$ cat src/rtl/audio_mem_arbiter.sv
// Arbitrates the single-port sample/data memory between the CPU data port and the audio mixer.
// Optional build macro AUDIO_WRITE_PROTECT_EN blocks CPU writes into the audio sample region.
module audio_mem_arbiter #(
  parameter int unsigned DATA_WIDTH = 16,
  parameter int unsigned ADDR_WIDTH = 18,
  parameter int unsigned STARVE_LIMIT = 4,
  parameter logic [ADDR_WIDTH-1:0] AUDIO_REGION_BASE = 18'h10000
) (
  input  logic                  clk,
  input  logic                  reset_n,
  input  logic                  cpu_req,
  input  logic                  cpu_we,
  input  logic [ADDR_WIDTH-1:0] cpu_addr,
  input  logic [DATA_WIDTH-1:0] cpu_wr_data,
  output logic                  cpu_gnt,
  output logic                  cpu_rd_valid,
  output logic [DATA_WIDTH-1:0] cpu_rd_data,
  input  logic                  aud_req,
  input  logic [ADDR_WIDTH-1:0] aud_addr,
  output logic                  aud_gnt,
  output logic                  aud_rd_valid,
  output logic [DATA_WIDTH-1:0] aud_rd_data,
  output logic [ADDR_WIDTH-1:0] mem_addr,
  output logic [DATA_WIDTH-1:0] mem_wr_data,
  output logic                  mem_we,
  input  logic [DATA_WIDTH-1:0] mem_rd_data,
  output logic                  prot_err
);

  localparam logic [3:0] LIMIT = 4'(STARVE_LIMIT);

  typedef enum logic [1:0] {
    OWN_NONE   = 2'd0,
    OWN_CPU_RD = 2'd1,
    OWN_AUD_RD = 2'd2
  } owner_t;

  owner_t                owner, owner_nxt;
  logic [3:0]            starve_cnt;
  logic                  cpu_starved;
  logic [ADDR_WIDTH-1:0] addr_q;
  logic [DATA_WIDTH-1:0] wr_data_q;
  logic [DATA_WIDTH-1:0] cpu_data_q;
  logic [DATA_WIDTH-1:0] aud_data_q;
  logic                  in_region;
  logic                  wr_blocked;

  // Audio wins by default; the CPU only preempts once it has been starved LIMIT times.
  assign cpu_starved = cpu_req && (starve_cnt == LIMIT);
  assign cpu_gnt     = reset_n && cpu_req && (!aud_req || cpu_starved);
  assign aud_gnt     = reset_n && aud_req && !cpu_starved;

  assign in_region = (cpu_addr >= AUDIO_REGION_BASE);

`ifdef AUDIO_WRITE_PROTECT_EN
  logic prot_q;

  assign wr_blocked = cpu_gnt && cpu_we && in_region;
  assign prot_err   = prot_q;

  always_ff @(posedge clk) begin
    if (!reset_n)
      prot_q <= 1'b0;
    else if (wr_blocked)
      prot_q <= 1'b1;
  end
`else
  assign wr_blocked = 1'b0 & in_region;
  assign prot_err   = 1'b0;
`endif

  // With no grant the memory port keeps presenting the last issued address/data.
  assign mem_addr    = cpu_gnt ? cpu_addr : (aud_gnt ? aud_addr : addr_q);
  assign mem_wr_data = cpu_gnt ? cpu_wr_data : wr_data_q;
  assign mem_we      = cpu_gnt && cpu_we && !wr_blocked;

  always_ff @(posedge clk) begin
    if (!reset_n) begin
      addr_q    <= '0;
      wr_data_q <= '0;
    end else begin
      if (cpu_gnt || aud_gnt)
        addr_q <= mem_addr;
      if (cpu_gnt)
        wr_data_q <= cpu_wr_data;
    end
  end

  always_ff @(posedge clk) begin
    if (!reset_n)
      starve_cnt <= '0;
    else if (cpu_gnt || !cpu_req)
      starve_cnt <= '0;
    else if (aud_gnt && (starve_cnt < LIMIT))
      starve_cnt <= starve_cnt + 4'd1;
  end

  always_ff @(posedge clk) begin
    if (!reset_n)
      owner <= OWN_NONE;
    else
      owner <= owner_nxt;
  end

  always_comb begin
    owner_nxt = OWN_NONE;
    if (cpu_gnt && !cpu_we)
      owner_nxt = OWN_CPU_RD;
    else if (aud_gnt)
      owner_nxt = OWN_AUD_RD;
  end

  assign cpu_rd_valid = (owner == OWN_CPU_RD);
  assign aud_rd_valid = (owner == OWN_AUD_RD);

  // Read data passes straight through in the valid cycle and is held afterwards.
  assign cpu_rd_data = cpu_rd_valid ? mem_rd_data : cpu_data_q;
  assign aud_rd_data = aud_rd_valid ? mem_rd_data : aud_data_q;

  always_ff @(posedge clk) begin
    if (!reset_n) begin
      cpu_data_q <= '0;
      aud_data_q <= '0;
    end else begin
      if (cpu_rd_valid)
        cpu_data_q <= mem_rd_data;
      if (aud_rd_valid)
        aud_data_q <= mem_rd_data;
    end
  end

endmodule

$ cat config.mk
export PLATFORM = sky130hd
export DESIGN_NAME = audio_mem_arbiter
export DESIGN_NICKNAME = d
export VERILOG_FILES = /design/src/rtl/audio_mem_arbiter.sv
export SDC_FILE = /design/constraint.sdc
export NUM_CORES = 1
export LEC_CHECK = 0
export ABC_AREA = 1
export CORE_MARGIN = 5
export CORE_UTILIZATION = 35
export DETAILED_ROUTE_END_ITERATION = 6
export PLACE_DENSITY = 0.69
export SYNTH_ARGS = -nofsm -noshare
export SYNTH_HDL_FRONTEND = slang
export SYNTH_SLANG_ARGS = --single-unit
$ cat constraint.sdc
create_clock -name clk -period 2.5 [get_ports clk]
set_input_delay 0.625 -clock clk [delete_from_list [all_inputs] [get_ports clk]]
set_output_delay 0.625 -clock clk [all_outputs]
set_load 0.05 [all_outputs]
Word level (Yosys, flattened, before mapping)
Index checks and enable logic that the tools add are counted.

$add $sub $neg: 1. Order comparisons: 1. Multiplexer cells: 7. Reduce and logical (&&, ||, !) cells: 17. Equal/unequal tests: 3. Bitwise gates (word level): 1.

Operators by type and width (count): 16-bit two-way mux (3); 18-bit two-way mux (2); 1-bit logical AND (8); 4-bit by 1-bit adder with 4-bit output (second input constant) (1); 4-bit by 3-bit == test with 1-bit output (second input constant) (1); 1-bit zero test (4); 4-bit by 3-bit < comparator with 1-bit output (second input constant) (1); 2-bit OR reduction (2); 1-bit logical OR (3); 2-bit by 1-bit == test with 1-bit output (second input constant) (1); 2-bit == test (second input constant) (1); 2-bit two-way mux (1); 1-bit two-way mux (1); 1-bit inverter (1).

Bits in registers: 72. Input port bits: 73.

Depth between registers and ports, before layout
Gate-level depths: netlist (run 1).

Depth after elaboration: 6. Gate-level depth with buffers: 12. Gate-level depth less buffers: 11.

Least setup slack after synthesis (run 1)
OpenSTA, ideal clock, no wires.

Path kind: input -> output. Start: input port cpu_req. End: output port mem_we. Required time: 1875 ps. Data arrival time: 1735 ps. Setup slack: 140 ps. Stages on the path: 7. Cells stage by stage: nand2_1 > inv_1 > nand2_2 > nand2_2 > nand2_4 > buf_2 > nor2_1.

Longest elaborated chain between the ends: 4. Elaborated cells on any way between the ends: 5.

Ends and longest elaborated chain: from (decl) (RTL line 11) `input logic cpu_req,`; 1-bit logical AND (RTL line 49) `assign cpu_starved = cpu_req && (starve_cnt == LIMIT);`; 1-bit logical OR (RTL line 50) `assign cpu_gnt = reset_n && cpu_req && (!aud_req || cpu_starved);`; 1-bit logical AND * (RTL line 50); 1-bit logical AND * (RTL line 75) `assign mem_we = cpu_gnt && cpu_we && !wr_blocked;`; to (decl) (RTL line 25) `output logic mem_we,`.

Every way passes the cells marked *; elsewhere a longest branch is shown, timed or not.

Worst setup path after layout (run 1)
Start: input port aud_req. End: output port mem_addr[4].

Longest elaborated chain between the ends: 4. Elaborated cells on any way between the ends: 7.

Ends and longest elaborated chain: from (decl) (RTL line 18) `input logic aud_req,`; 1-bit logical AND or 1-bit zero test (tied branches) (RTL line 51, 50); 1-bit logical AND or 1-bit logical OR (tied branches) (RTL line 51, 50); 18-bit two-way mux or 1-bit logical AND (tied branches) (RTL line 73, 50); 18-bit two-way mux * (RTL line 73) `assign mem_addr = cpu_gnt ? cpu_addr : (aud_gnt ? aud_addr : addr_q);`; to (decl) (RTL line 23) `output logic [ADDR_WIDTH-1:0] mem_addr,`.

Marked as above.

==> metrics.json, run 1 <==
{
  "status": {"value": "complete, but fails checks"},
  "violations": {"value": "negative setup slack"},
  "cp_data_required_time": {"value": 1880, "unit": "ps"},
  "power_density": {"value": 557, "unit": "nW/µm²"},
  "cts_tree": {"value": "yes"},
  "wl_cell": {"value": 13.9, "unit": "µm"},
  "place.gp.congestion": {"value": 0.788},
  "synth_top_family_by_area": {"value": "simple AND/OR/NAND/NOR gates"},
  "power_report.internal_total": {"value": 2.41, "unit": "mW"},
  "die_y": {"value": 107, "unit": "µm"},
  "synth.yosys.seq_area_share": {"value": 0.439},
  "p_sw_frac": {"value": 0.332},
  "p_leak": {"value": 3.40, "unit": "nW"},
  "synth_top_area_share": {"value": 0.439},
  "rsz0062_at_grt": {"value": "true"},
  "detailedRoute.firstIterationViolations": {"value": 82},
  "hpwlAfterDp": {"value": 7370, "unit": "µm"},
  "timing.final.max_slew_violations": {"value": 0},
  "hp-class": {"value": "reg2reg"},
  "timing.final.crit_period": {"value": 2510, "unit": "ps"},
  "final_layout_size_suffix_gt1_frac": {"value": 0.408},
  "path_max_fanout": {"value": 11},
  "core": {"value": 9200, "unit": "µm²"},
  "synth.cells.most_frequent": {"value": "sky130_fd_sc_hd__inv_1 (113), sky130_fd_sc_hd__nand2_1 (76), sky130_fd_sc_hd__dfxtp_1 (72), sky130_fd_sc_hd__nor2_1 (71), sky130_fd_sc_hd__nand3_1 (37)"},
  "pre_cts_ws": {"value": -297, "unit": "ps"},
  "share_clk_of_total_power": {"value": 0.291},
  "finalHoldViolations": {"value": 0},
  "grt_pass1_vias": {"value": 3551},
  "cts-root-buf": {"value": "sky130_fd_sc_hd__clkbuf_8"},
  "ys_top_cells_by_area": {"value": "sky130_fd_sc_hd__dfxtp_1 (44%), sky130_fd_sc_hd__inv_1 (13%), sky130_fd_sc_hd__nand2_1 (8.7%)"},
  "netlist_area": {"value": 3290, "unit": "µm²"},
  "post_synth.cell_area_avg": {"value": 6.74, "unit": "µm²"},
  "post-synth-top-count-cell": {"value": "sky130_fd_sc_hd__inv_1"},
  "synthesized_area_fraction_occupied_by_ao_oa_aoi_and_oai_cells": {"value": 0.0777},
  "synth_fa_ha_area_frac": {"value": 0.00761},
  "inserted_clock_buffers": {"value": 9},
  "clkTransAtPathRegs": {"value": 80, "unit": "ps"},
  "synthesis.yosys.warnings": {"value": 0},
  "critical_path.startpoint_type": {"value": "input pin"},
  "initial_utilization": {"value": 0.357},
  "timing_worst_setup_path_type": {"value": "in2out"},
  "netlist.top_cell.by_area": {"value": "sky130_fd_sc_hd__dfxtp_1"},
  "design.portCount": {"value": 145},
  "worst-endpoint-arrival": {"value": 1880, "unit": "ps"},
  "num-nets-final": {"value": 766},
  "vias": {"value": 3678},
  "clockBufferDepth": {"value": 2},
  "end_kind": {"value": "output pin"},
  "totalWireLength": {"value": 11200, "unit": "µm"},
  "drv.max_cap_violation_count": {"value": 0},
  "cp_slowest_cell": {"value": "sky130_fd_sc_hd__dlygate4sd2_1"},
  "grt_max_degree": {"value": 28},
  "die_x": {"value": 107, "unit": "µm"},
  "postSynth.topFlopCell": {"value": "sky130_fd_sc_hd__dfxtp_1"},
  "vdd_drop_max": {"value": 0.000322, "unit": "V"},
  "timing.clock.skew": {"value": 7.39, "unit": "ps"},
  "core.rowCount": {"value": 35},
  "syn2layout_area_growth": {"value": 97.0, "unit": "%"},
  "first_pass_iters": {"value": 4},
  "placed_cells_incl_taps": {"value": 763},
  "edff_count_synth": {"value": 0},
  "p_comb_frac": {"value": 0.370},
  "worstPathCellList": {"value": "dlygate4sd2_1, nand2_1, inv_4, buf_12, nand3_1, nand3_1, nand2_1, inv_2, buf_12"},
  "synth_seq_cells": {"value": 72},
  "instances_no_fill": {"value": 808},
  "worstSkewPairLatency": {"value": 340, "unit": "ps"},
  "clock_sink_count": {"value": 72},
  "p_sw": {"value": 1.19, "unit": "mW"},
  "multiplexer_share_of_the_synthesized_area": {"value": 0},
  "synthSimpleGateAreaFrac": {"value": 0.301},
  "finalSetupViolCount": {"value": 1},
  "min_period_over_period": {"value": 1.00},
  "design.die.area": {"value": 11400, "unit": "µm²"},
  "all_layer_global_routing_usage": {"value": 0.183},
  "place.port_buffers": {"value": 143},
  "synthArstFlopShare": {"value": 0},
  "drt-vias-per-instance": {"value": 4.55},
  "synthDistinctLibCells": {"value": 22},
  "final_critical_path_setup_slack": {"value": -9.69, "unit": "ps"},
  "netlist_instances": {"value": 488},
  "max_clock_freq": {"value": 0.398, "unit": "GHz"},
  "grt_antenna_before_repair": {"value": 1},
  "worst_path_largest_cell_delay": {"value": 320, "unit": "ps"},
  "synth_xor_area_frac": {"value": 0.00266},
  "overflow": {"value": 0},
  "htreeDepth": {"value": 3},
  "ant_nets": {"value": 0},
  "grt_first_pass_wirelength": {"value": 16700, "unit": "µm"},
  "seqPwrFrac": {"value": 0.339},
  "drc_violations": {"value": 0},
  "synth_fp_nets": {"value": 563}
}
[through the flow]
| stage | cell area, µm² | hold slack [ps] | util | TNS (ps) | total power [mW] |
|---|---|---|---|---|---|
| global route | 6470 | 511 | 0.704 | -878 | 3.76 |
| detailed placement | 5610 | 472 | 0.610 | -9460 | 2.46 |
| floorplan | 3290 | 445 | - | 0 | 1.82 |
| finish | 6470 | 479 | 0.704 | -9.69 | 3.60 |
| global placement | 5610 | 454 | 0.610 | -8660 | 2.45 |
| CTS | 6070 | 484 | 0.660 | 0 | 3.55 |
[sequential cells by signal, indices dropped and copies added (netlist names)]
signal and cells:
owner 2, addr_q 18, starve_cnt 4, wr_data_q 16, cpu_data_q 16, aud_data_q 16
[placed cells by master, fill, tap and decap left out, types with 2 or more instances in the layout]
| cell | synthesis | final |
|---|---|---|
| sky130_fd_sc_hd__or2_2 | 33 | 33 |
| sky130_fd_sc_hd__nor2_2 | 1 | 2 |
| sky130_fd_sc_hd__inv_1 | 113 | 78 |
| sky130_fd_sc_hd__nand3_1 | 37 | 28 |
| sky130_fd_sc_hd__o21ai_4 | 0 | 3 |
| sky130_fd_sc_hd__nor2_1 | 71 | 69 |
| sky130_fd_sc_hd__clkdlybuf4s50_1 | 0 | 69 |
| sky130_fd_sc_hd__nand2_8 | 0 | 6 |
| sky130_fd_sc_hd__dfxtp_2 | 0 | 2 |
| sky130_fd_sc_hd__bufinv_16 | 0 | 2 |
| sky130_fd_sc_hd__nand2_1 | 76 | 57 |
| sky130_fd_sc_hd__dlygate4sd2_1 | 0 | 3 |
| sky130_fd_sc_hd__nand3_2 | 0 | 9 |
| sky130_fd_sc_hd__buf_6 | 3 | 5 |
| sky130_fd_sc_hd__inv_6 | 0 | 2 |
| sky130_fd_sc_hd__buf_12 | 0 | 60 |
| sky130_fd_sc_hd__clkinv_4 | 0 | 2 |
| sky130_fd_sc_hd__nand2_4 | 2 | 3 |
| sky130_fd_sc_hd__o21ai_0 | 34 | 22 |
| sky130_fd_sc_hd__clkinvlp_4 | 0 | 2 |
| sky130_fd_sc_hd__o21ai_2 | 0 | 13 |
| sky130_fd_sc_hd__dfxtp_1 | 72 | 70 |
| sky130_fd_sc_hd__inv_2 | 1 | 33 |
| sky130_fd_sc_hd__a21oi_1 | 2 | 2 |
| sky130_fd_sc_hd__buf_4 | 2 | 70 |
| sky130_fd_sc_hd__o21ai_1 | 15 | 11 |
| sky130_fd_sc_hd__clkbuf_16 | 0 | 3 |
| sky130_fd_sc_hd__clkbuf_8 | 0 | 9 |
| sky130_fd_sc_hd__nand2_2 | 3 | 18 |
[cell type report]
| type | count | area, µm² |
|---|---|---|
| clock buffers | 9 | 124 |
| repair buffers | 212 | 2620 |
| diodes | 1 | 2.50 |
| flip-flops and latches | 72 | 1440 |
| well taps | 111 | 139 |
| inverters | 115 | 458 |
| fillers | 686 | 2720 |
| clock inverters | 7 | 103 |
| multi-input cells | 281 | 1590 |
[path summary, 6_finish.rpt]
kind | startpoint | endpoint | slack (ps) | depth (start not counted)
max | aud_req | mem_addr[4] | -10 | 9
max reg2reg | starve_cnt[1] | wr_data_q[0] | 50 | 20
min | starve_cnt[2] | starve_cnt[2] | 480 | 2
min reg2reg | starve_cnt[2] | starve_cnt[2] | 480 | 2
[kinds of logic after synthesis]
| family | count (synthesis) |
|---|---|
| buf+inv | 138 |
| simple gates | 223 |
| xor+xnor | 1 |
| other cells | 1 |
| flops | 72 |
| compound gates | 51 |
| fa+ha+maj | 2 |
[metal layers]
| layer | part of all wire | vias to the layer above | wire length (µm) | global-route usage |
|---|---|---|---|---|
| met2 | 0.49 | 144 | 5450 | 0.310 |
| met1 | 0.39 | 1657 | 4410 | 0.205 |
| met4 | 0.030 | 2 | 339 | 0.0667 |
| met5 | 0.0012 | - | 13 | 0 |
| li1 | - | 1845 | - | - |
| met3 | 0.089 | 30 | 999 | 0.0759 |
[power groups by stage]
stage	clock network, mW	logic [mW]	registers [mW]
3_3_place_gp	0	1.20	1.25
5_1_grt	1.13	1.40	1.23
3_5_place_dp	0	1.21	1.25
4_1_cts	1.07	1.26	1.22
2_1_floorplan	0	0.578	1.24
6_report	1.05	1.33	1.22
[critical path, delay by kind of cell]
kind,cells,cell delay (ps)
buf+inv,5,860
simple gates,4,390
[timing repair]
action / 4_1_cts / 5_1_grt
gates resized for setup: 54 / 79
setup buffers: 11 / 10
endpoints found under the setup margin: 37 / 42
gates cloned: 3 / 4
hold buffers: 0 / 0
pin swaps: 3 / 12
No activity file was read; power rests on OpenSTA's default activity.
==> inputs of run 2 (changes only) <==
Settings changed: CAP_MARGIN set to 20.
==> results of run 2 <==
No change in the layout: final DEF, timing and power equal those of run 1.
==> inputs of run 3 (changes only) <==
Settings changed: CORE_UTILIZATION 35 to 30, GPL_TIMING_DRIVEN set to 0, HOLD_SLACK_MARGIN set to 0.02, PLACE_DENSITY 0.69 to not set.
==> run 3 against run 2 <==
Compared with the run above:
- the run still ends with negative setup slack left
- via count increased by 1.2%
- critical endpoint is now mem_addr[6]
- largest cell class unchanged
- register-to-register slack is essentially flat
- utilization shrank 13 points
- power down 8.0%
==> metrics.json, run 3 (synthesis results as in run 1) <==
{
  "violations": {"value": "negative setup slack"},
  "slew_headroom": {"value": 0.469},
  "fillCellCount": {"value": 994, "change": "+45%"},
  "clockBufferDepth": {"value": 2, "change": "unchanged"},
  "drc_violations": {"value": 0, "change": "unchanged"},
  "pre_cts_ws": {"value": -934, "unit": "ps", "change": "-637 ps"},
  "first_pass_iters": {"value": 6, "change": "+2"},
  "design.portCount": {"value": 145, "change": "unchanged"},
  "p_comb_frac": {"value": 0.368, "change": "-0.002"},
  "htreeDepth": {"value": 3, "change": "unchanged"},
  "worst_pin_slew": {"value": 797, "unit": "ps"},
  "grt_antenna_before_repair": {"value": 0, "change": "-1"},
  "cts_tree": {"value": "yes"},
  "detailedRoute.firstIterationViolations": {"value": 158, "change": "+93%"},
  "power_density": {"value": 538, "unit": "nW/µm²", "change": "-3.3%"},
  "design.die.area": {"value": 13100, "unit": "µm²", "change": "+15%"},
  "all_layer_global_routing_usage": {"value": 0.168, "change": "-0.0144"},
  "core.rowCount": {"value": 38, "change": "+8.6%"},
  "core": {"value": 10800, "unit": "µm²", "change": "+17%"},
  "grt_first_pass_wirelength": {"value": 17900, "unit": "µm", "change": "+7.1%"},
  "worst-endpoint-arrival": {"value": 1910, "unit": "ps", "change": "+30 ps"},
  "timing_worst_setup_path_type": {"value": "in2out"},
  "timing.final.crit_period": {"value": 2530, "unit": "ps", "change": "+22.5 ps"},
  "grt_max_degree": {"value": 12, "change": "-57%"},
  "finalHoldViolations": {"value": 0, "change": "unchanged"},
  "num-nets-final": {"value": 772, "change": "+0.78%"},
  "cts-root-buf": {"value": "sky130_fd_sc_hd__clkbuf_8"},
  "clock_sink_count": {"value": 72, "change": "unchanged"},
  "wl_cell": {"value": 14.0, "unit": "µm", "change": "+1.2%"},
  "drt-vias-per-instance": {"value": 4.42, "change": "-2.9%"},
  "max_clock_freq": {"value": 0.395, "unit": "GHz", "change": "-0.89%"},
  "cp_data_required_time": {"value": 1880, "unit": "ps", "change": "about the same"},
  "die_y": {"value": 115, "unit": "µm", "change": "+7.3%"},
  "p_leak": {"value": 3.36, "unit": "nW", "change": "-1.0%"},
  "final_critical_path_setup_slack": {"value": -32.2, "unit": "ps", "change": "-22.5 ps"},
  "vias": {"value": 3721, "change": "+1.2%"},
  "vdd_drop_max": {"value": 0.000310, "unit": "V", "change": "-3.7%"},
  "finalSetupViolCount": {"value": 9, "change": "+8"},
  "most_common_cell_after_layout_fill_and_taps_aside": {"value": "sky130_fd_sc_hd__inv_1"},
  "min_period_over_period": {"value": 1.01, "change": "+0.00901"},
  "die_x": {"value": 115, "unit": "µm", "change": "+7.3%"},
  "hp-class": {"value": "reg2reg"},
  "totalWireLength": {"value": 11800, "unit": "µm", "change": "+5.4%"},
  "share_clk_of_total_power": {"value": 0.263, "change": "-0.028"},
  "p_sw_frac": {"value": 0.342, "change": "+0.0109"},
  "layout_common_cells": {"value": "sky130_fd_sc_hd__inv_1 (85), sky130_fd_sc_hd__dfxtp_1 (70), sky130_fd_sc_hd__clkdlybuf4s50_1 (69), sky130_fd_sc_hd__nor2_1 (68), sky130_fd_sc_hd__buf_4 (48)"},
  "antenna-diode-count": {"value": 0, "change": "-1"},
  "syn2layout_area_growth": {"value": 87.4, "unit": "%"},
  "placed_cell_area": {"value": 4890, "unit": "µm²", "change": "-13%"},
  "initial_utilization": {"value": 0.305, "change": "-0.0529"},
  "layout.core_utilization": {"value": 0.571, "change": "-0.133"},
  "path_max_fanout": {"value": 5, "change": "-6"},
  "place.gp.congestion": {"value": 0.828, "change": "+5.1%"},
  "design_area": {"value": 6160, "unit": "µm²", "change": "-4.9%"},
  "fin_setup_tns": {"value": -125, "unit": "ps", "change": "-115 ps"},
  "overflow": {"value": 0, "change": "unchanged"},
  "power_report.internal_total": {"value": 2.18, "unit": "mW", "change": "-9.5%"},
  "drv.max_cap_violation_count": {"value": 0, "change": "unchanged"},
  "status": {"value": "complete, but fails checks"},
  "placed_cells_incl_taps": {"value": 771, "change": "+1.0%"},
  "ant_nets": {"value": 0, "change": "unchanged"},
  "worstSkewPairLatency": {"value": 330, "unit": "ps", "change": "about the same"},
  "end_kind": {"value": "output pin"},
  "critical_path.startpoint_type": {"value": "input pin"},
  "rsz0062_at_grt": {"value": "true"},
  "top_reg_by_flops": {"value": "addr_q"},
  "hpwlAfterDp": {"value": 7280, "unit": "µm", "change": "-1.1%"},
  "p_total": {"value": 3.31, "unit": "mW", "change": "-8.0%"},
  "cts_hold_buffers": {"value": 0, "change": "unchanged"},
  "p_sw": {"value": 1.14, "unit": "mW", "change": "-5.0%"},
  "final_layout_size_suffix_gt1_frac": {"value": 0.446, "change": "+0.0378"},
  "timing.clock.skew": {"value": 8.81, "unit": "ps", "change": "+1.42 ps"},
  "number_of_flip_flops_in_the_largest_register": {"value": 18, "change": "unchanged"},
  "place.port_buffers": {"value": 143, "change": "unchanged"},
  "inserted_clock_buffers": {"value": 9, "change": "unchanged"},
  "timing.final.max_slew_violations": {"value": 0, "change": "unchanged"},
  "grt_pass1_vias": {"value": 3868, "change": "+8.9%"},
  "seqPwrFrac": {"value": 0.369, "change": "+0.030"},
  "clkTransAtPathRegs": {"value": 80, "unit": "ps", "change": "about the same"},
  "instances_no_fill": {"value": 842, "change": "+4.2%"},
  "hold_slack": {"value": 471, "unit": "ps", "change": "-8.63 ps"}
}
## run 3: cell count changes in the layout (fill, tap and decap cells not counted), sizes merged
cell / change
clkbuf: +19
buf: -16
clkdlybuf4s15: +7
diode: -1
nand2: -3
clkinvlp: -2
bufinv: -1
dlygate4sd2: +2
## run 3: layout make-up
cell class / count / area [µm²] / share of cell area
Tap cell: 140 / 175 / 0.0284
Buffer: 20 / 163 / 0.0264
Clock buffer: 12 / 135 / 0.0219
Clock inverter: 4 / 45.0 / 0.00731
Sequential cell: 72 / 1440 / 0.234
Timing Repair Buffer: 201 / 2030 / 0.330
Inverter: 115 / 447 / 0.0725
Multi-Input combinational cell: 278 / 1720 / 0.279
## run 3: repair_timing
item,4_1_cts,5_1_grt
pin swaps,13,19
gates cloned,3,3
setup buffers,50,6
resized for setup,461,180
setup endpoints to repair,71,65
## run 3: final timing paths
| kind | start | end | cells after the start | slack [ps] |
|---|---|---|---|---|
| worst max-delay path | cpu_req | mem_addr[6] | 13 | -30 |
| worst min register to register | starve_cnt[3] | starve_cnt[3] | 2 | 470 |
| worst min-delay path | starve_cnt[3] | starve_cnt[3] | 2 | 470 |
| worst max register to register | starve_cnt[0] | addr_q[6] | 21 | 60 |
## run 3: routing by layer
layer	part of all wire	GRT usage	vias up
met4	0.023	0.0578	0
met5	0	0	-
met1	0.39	0.189	1695
li1	-	-	1849
met3	0.094	0.0671	28
met2	0.49	0.288	149
## run 3: worst max-delay path: stages
cell,delay (ps)
sky130_fd_sc_hd__clkdlybuf4s15_2,220
sky130_fd_sc_hd__nand2_2,60
sky130_fd_sc_hd__inv_2,60
sky130_fd_sc_hd__nand2_4,70
sky130_fd_sc_hd__nand2_4,70
sky130_fd_sc_hd__nand2_4,70
sky130_fd_sc_hd__buf_12,140
sky130_fd_sc_hd__buf_6,120
sky130_fd_sc_hd__buf_6,130
sky130_fd_sc_hd__nand3_4,80
sky130_fd_sc_hd__nand2_4,50
sky130_fd_sc_hd__inv_2,60
sky130_fd_sc_hd__buf_8,140
## run 3: power by group through the flow
stage	combinational [mW]	sequential (mW)	clock [mW]
floorplan	0.578	1.24	0
global placement	0.935	1.25	0
detailed placement	0.937	1.25	0
CTS	1.09	1.22	0.901
global route	1.29	1.23	0.945
finish	1.22	1.22	0.873
